File: src/rtl/mips_pkg.sv
// Shared MIPS datapath definitions: ALU operation codes, R-type funct
// values and ALUOp encodings from main control.
package mips_pkg;

  typedef enum logic [2:0] {
    ALU_AND = 3'b000,
    ALU_OR  = 3'b001,
    ALU_ADD = 3'b010,
    ALU_NOR = 3'b100,
    ALU_SUB = 3'b110,
    ALU_SLT = 3'b111
  } alu_op_e;

  localparam logic [5:0] FUNCT_ADD = 6'h20;
  localparam logic [5:0] FUNCT_SUB = 6'h22;
  localparam logic [5:0] FUNCT_AND = 6'h24;
  localparam logic [5:0] FUNCT_OR  = 6'h25;
  localparam logic [5:0] FUNCT_NOR = 6'h27;
  localparam logic [5:0] FUNCT_SLT = 6'h2A;

  // ALUOp from main control; aluop1 high means R-type regardless of aluop0.
  typedef enum logic [1:0] {
    ALUOP_MEM   = 2'b00,
    ALUOP_BEQ   = 2'b01,
    ALUOP_RTYPE = 2'b10
  } aluop_e;

endpackage

File: src/rtl/alu_op_decode.sv
// ALU-control decoder: maps ALUOp and the funct field to a 3-bit ALU op.
// Ports: aluop1/aluop0 (ALUOp from main control), funct (instr[5:0]),
//        gout (decoded ALU operation).
module alu_op_decode
  import mips_pkg::*;
(
  input  logic       aluop1,
  input  logic       aluop0,
  input  logic [5:0] funct,
  output logic [2:0] gout
);

  always_comb begin
    gout = ALU_ADD;
    if (aluop1) begin
      case (funct)
        FUNCT_ADD: gout = ALU_ADD;
        FUNCT_SUB: gout = ALU_SUB;
        FUNCT_AND: gout = ALU_AND;
        FUNCT_OR:  gout = ALU_OR;
        FUNCT_NOR: gout = ALU_NOR;
        FUNCT_SLT: gout = ALU_SLT;
        default:   gout = ALU_ADD;
      endcase
    end else if (aluop0) begin
      gout = ALU_SUB;
    end
  end

endmodule

File: src/rtl/alu_exec_unit.sv
// Execute-stage arithmetic block: ALU control, 32-bit ALU, PC+4 and branch
// target adders, plus a one-cycle-delayed copy of the result with N/Z/V flags.
// Ports: clk, reset (sync, active high); aluop1/aluop0/funct (control);
//        a/b (operands); pc/offset_sl2 (address adders);
//        gout/sum/zout/pc_plus4/branch_target (combinational);
//        prev_sum/n/z/v (registered status of previous operation).
module alu_exec_unit
  import mips_pkg::*;
#(
  parameter int unsigned WIDTH = 32
) (
  input  logic             clk,
  input  logic             reset,
  input  logic             aluop1,
  input  logic             aluop0,
  input  logic [5:0]       funct,
  input  logic [WIDTH-1:0] a,
  input  logic [WIDTH-1:0] b,
  input  logic [WIDTH-1:0] pc,
  input  logic [WIDTH-1:0] offset_sl2,
  output logic [2:0]       gout,
  output logic [WIDTH-1:0] sum,
  output logic             zout,
  output logic [WIDTH-1:0] pc_plus4,
  output logic [WIDTH-1:0] branch_target,
  output logic [WIDTH-1:0] prev_sum,
  output logic             n,
  output logic             z,
  output logic             v
);

  localparam int unsigned MSB = WIDTH - 1;
  localparam logic [WIDTH-1:0] FOUR = WIDTH'(4);

  logic [WIDTH-1:0] add_res;
  logic [WIDTH-1:0] sub_res;
  logic             add_ovf;
  logic             sub_ovf;
  logic             slt_bit;
  logic             ovf_c;

  alu_op_decode u_alu_op_decode (
    .aluop1 (aluop1),
    .aluop0 (aluop0),
    .funct  (funct),
    .gout   (gout)
  );

  assign add_res = a + b;
  assign sub_res = a - b;
  assign add_ovf = (a[MSB] == b[MSB]) && (add_res[MSB] != a[MSB]);
  assign sub_ovf = (a[MSB] != b[MSB]) && (sub_res[MSB] != a[MSB]);
  // Sign of a-b corrected by overflow gives the true signed comparison.
  assign slt_bit = sub_res[MSB] ^ sub_ovf;

  always_comb begin
    sum   = '0;
    ovf_c = 1'b0;
    case (gout)
      ALU_ADD: begin
        sum   = add_res;
        ovf_c = add_ovf;
      end
      ALU_SUB: begin
        sum   = sub_res;
        ovf_c = sub_ovf;
      end
      ALU_AND: sum = a & b;
      ALU_OR:  sum = a | b;
      ALU_NOR: sum = ~(a | b);
      ALU_SLT: sum = {{(WIDTH-1){1'b0}}, slt_bit};
      default: sum = '0;
    endcase
  end

  assign zout          = (sum == '0);
  assign pc_plus4      = pc + FOUR;
  assign branch_target = pc_plus4 + offset_sl2;

  always_ff @(posedge clk) begin
    if (reset) begin
      prev_sum <= '0;
      v        <= 1'b0;
    end else begin
      prev_sum <= sum;
      v        <= ovf_c;
    end
  end

  assign n = prev_sum[MSB];
  assign z = (prev_sum == '0);

endmodule

File: config.mk
export PLATFORM = sky130hd
export DESIGN_NAME = alu_exec_unit
export DESIGN_NICKNAME = d
export VERILOG_FILES = /design/src/rtl/mips_pkg.sv /design/src/rtl/alu_op_decode.sv /design/src/rtl/alu_exec_unit.sv
export SDC_FILE = /design/constraint.sdc
export NUM_CORES = 1
export LEC_CHECK = 0
export CAP_MARGIN = 10
export CELL_PAD_IN_SITES_DETAIL_PLACEMENT = 0
export CELL_PAD_IN_SITES_GLOBAL_PLACEMENT = 1
export CORE_UTILIZATION = 34
export CTS_CLUSTER_SIZE = 14
export DETAILED_ROUTE_END_ITERATION = 16
export GPL_ROUTABILITY_DRIVEN = 0
export PLACE_DENSITY_LB_ADDON = 0.15
export SLEW_MARGIN = 40
export SYNTH_ARGS = -nofsm -noshare
export SYNTH_HDL_FRONTEND = slang
export SYNTH_SLANG_ARGS = --single-unit
File: constraint.sdc
create_clock -name clk -period 9 [get_ports clk]
set_input_delay 2.25 -clock clk [delete_from_list [all_inputs] [get_ports clk]]
set_output_delay 2.25 -clock clk [all_outputs]
set_load 0.1 [all_outputs]
==> reports/results.tsv <==
stage	metric	value	unit
floorplanning	die_h	160	um
global_routing	grt_pass1_wl	54.2	mm
timing	rsz0062_at_grt	true	
drt	routedWlPerCell	17.1	um
drt	first_pass_iters	5	
outcome	status	finished with violations	
clock_tree	htree_num_levels	2	
synthesis	synth_top_cells_by_area	ha_1, dfxtp_1, xnor2_1	
timing	fin_crit_sh	105	%
pwr	power.internal	811	uW
clock_tree	cts_tree	yes	
floorplanning	initial_core_util	34.8	%
timing	timing.final.crit_period	9.41	ns
timing	worst_pin_slew	0.780	ns
worst_hold_path	min_from	b[1]	
place	dpl.hpwl	29.0	mm
timing	fin_ws	-0.406	ns
synthesis	synth_nets	1497	
clock_tree	cts_root_buf	clkbuf_16	
synthesis	synth_ff_type	dfxtp_1	
synthesis	synth_edf_count	0	
timing	hold_viol_final	0	
finish	area_delta_synth_final	65.9	%
critical_path	startpoint_type	input pin	
critical_path	worstPathArrival	7.16	ns
outcome	violations	setup timing	
finish	mostFrequentLayoutCell	buf_4	
worst_hold_path	hold_path.class	input pin to flop	
run	drv_cap	0	
timing	slew_viol_final	0	
synthesis	ys_seq_area_share	7.79	%
critical_path	worstSetupPathType	input pin to output pin	
pwr	pwr-share-comb	83.4	%
global_routing	grt.total_usage	26.1	%
timing	setup_viol	1	
worst_hold_path	hold_path_depth	5	
synthesis	synth_top_family_by_area	compound AO/OA/AOI/OAI gates	
clock_tree	cts_buffers	5	
global_routing	overflow	0	
pwr	p_switching	1.19	mW
synthesis	synth-xor-area-share	8.36	%
pwr	p_sw_share	59.6	%
finish	fin_area	14100	um^2
synthesis	synth_area	8490	um^2
synthesis	synth.largest_area_cell	ha_1	
synthesis	muxShareOfSynthArea	0.944	%
finish	drive_gt1_share	31.8	%
pwr	peakVddDrop	0.115	mV
synthesis	netlist_instances	1220	
synthesis	synth_warnings	0	
floorplanning	num_rows	57	
drt	drc	0	
timing	fmax	0.106	GHz
floorplanning	dieArea	25600	um^2
global_routing	grt_pass1_vias	10600	
floorplanning	ioPinCount	273	
drt	via_count	10800	
synthesis	synth.top_cell.area_share	19.9	%
finish	fin_nets	1974	
synthesis	ys_types	74	
synthesis	async_flop_share	0	%
drt	viasPerCell	5.36	
synthesis	synth_fa_ha_area_share	20.8	%
floorplanning	die_w	160	um
finish	num_antenna_cells	0	
global_routing	antenna_found_initial	0	
finish	final_cells	2022	
pwr	p_per_area	143	nW/um^2
pwr	power.share.clock	7.9	%
place	io_buffer_count	272	
clock_tree	clk_pin_slew_worst_paths	0.05	ns
drt	drt-initial-drc-count	729	
pwr	leakage	6.69	nW
finish	layout_common_cells	buf_4, ha_1, clkdlybuf4s50_1	
worst_hold_path	whs_endpoint	prev_sum[1]$_SDFF_PP0_	
synthesis	synth_compound_area_share	30.8	%
clock_tree	cts.sinks	33	
synthesis	synthSimpleGateAreaFrac	22.8	%
floorplanning	design.core.area	24400	um^2
global_routing	grt_max_degree	34	
critical_path	cp.required	6.75	ns
synthesis	ys_ff_latch	33	
place	place_area	13400	um^2
timing	slew-limit-headroom	46.6	%
critical_path	crit_fanout	2	
critical_path	end_kind	output pin	
pwr	seqPwrFrac	8.7	%
drt	ant_nets	0	
synthesis	avgSynthCellArea	6.96	um^2
drt	wirelength	34.6	mm
clock_tree	postCtsHoldBufs	0	
place	dp.cells	1990	
clock_tree	clockBufferDepth	2	
[how the worst max path moves through the flow]
stage	from	to	cells after the start
4_1_cts	b[9]	zout	27
6_report	a[1]	zout	26
3_5_place_dp	a[1]	zout	26
3_3_place_gp	a[1]	zout	26
2_1_floorplan	b[9]	zout	24
5_1_grt	a[1]	zout	26
[state kept, by name, indices dropped and copies added (netlist names)]
name / flops
v: 1
prev_sum: 32
[cell families after synthesis]
group	Yosys count
AO/OA/AOI/OAI	385
XOR/XNOR	81
adder cells (fa/ha/maj)	139
buffers and inverters	184
flip-flops	33
multiplexers	8
AND/OR/NAND/NOR	390
[cell usage after synthesis (all sizes together) (11+ instances only)]
cell and instances:
ha 135, inv 131, nor2 112, a21oi 97, nand2 83, xnor2 62, o21ai 60, clkbuf 40
nand3 39, dfxtp 33, a21o 32, nor2b 28, a211oi 23, nor3 21, nand4 20, xor2 19
a22oi 18, o21bai 18, nor4 17, buf 13, o211ai 13, a31oi 12, and3 12, nand2b 11
o31ai 11
[power by group through the flow]
stage | Sequential (mW) | Clock, mW | Combinational [mW]
floorplan | 0.313 | 0 | 0.956
global placement | 0.179 | 0 | 1.66
detailed placement | 0.178 | 0 | 1.64
CTS | 0.175 | 0.164 | 1.66
global route | 0.177 | 0.171 | 1.75
finish | 0.175 | 0.159 | 1.67
[per-stage QoR]
stage                     hold slack (ns)  setup slack [ns]  TNS, ns  util [%]  power (mW)
after detailed placement             2.82             -1.04    -1.15      55.1        1.82
after floorplan                      2.32             -2.73    -2.89         -        1.27
after global routing                 2.83            -0.635   -0.637      57.7        2.10
after global placement               3.07            -0.930    -1.02      56.3        1.84
final                                2.78            -0.406   -0.406      57.7        2.01
after CTS                            2.78            -0.480   -0.480      57.2        2.00
[worst max-delay path, cell delays in order]
cell and delay (ns):
buf_8 0.08, clkinvlp_4 0.09, ha_4 0.22, or2_4 0.23, a2111o_1 0.48, a211oi_4 0.35
o211ai_1 0.21, nand4_1 0.12, nand2_1 0.09, nor2_1 0.11, nor2_1 0.04, nor2_1 0.12
nor2_2 0.06, fa_2 0.33, nor3b_2 0.16, mux2i_2 0.20, o31ai_4 0.11, nor3_2 0.17
nand3_1 0.11, nor3_2 0.16, nand4_1 0.12, or4_4 0.45, or4_4 0.43, nor4_2 0.14
buf_4 0.15, buf_12 0.16
[layer usage]
metal,GRT usage (%),share of wire [%]
met3,3.58,5.7
met4,8.87,3.5
met2,46.5,48
met5,0,0
met1,32.0,43
[cell type report]
type / count / area [um^2]
clock buffer: 8 / 136
sequential: 33 / 661
inverter: 131 / 510
multi-input combinational: 1003 / 7900
tap: 324 / 405
timing repair buffer: 523 / 4460
fill: 2379 / 10300
[repair_timing]
item                       in CTS  in global routing
resized for setup             111                 28
buffers inserted               22                  2
gates cloned                    0                  0
pin swaps                      32                 20
setup endpoints to repair       3                  5
No activity file was read; power rests on OpenSTA's default activity.
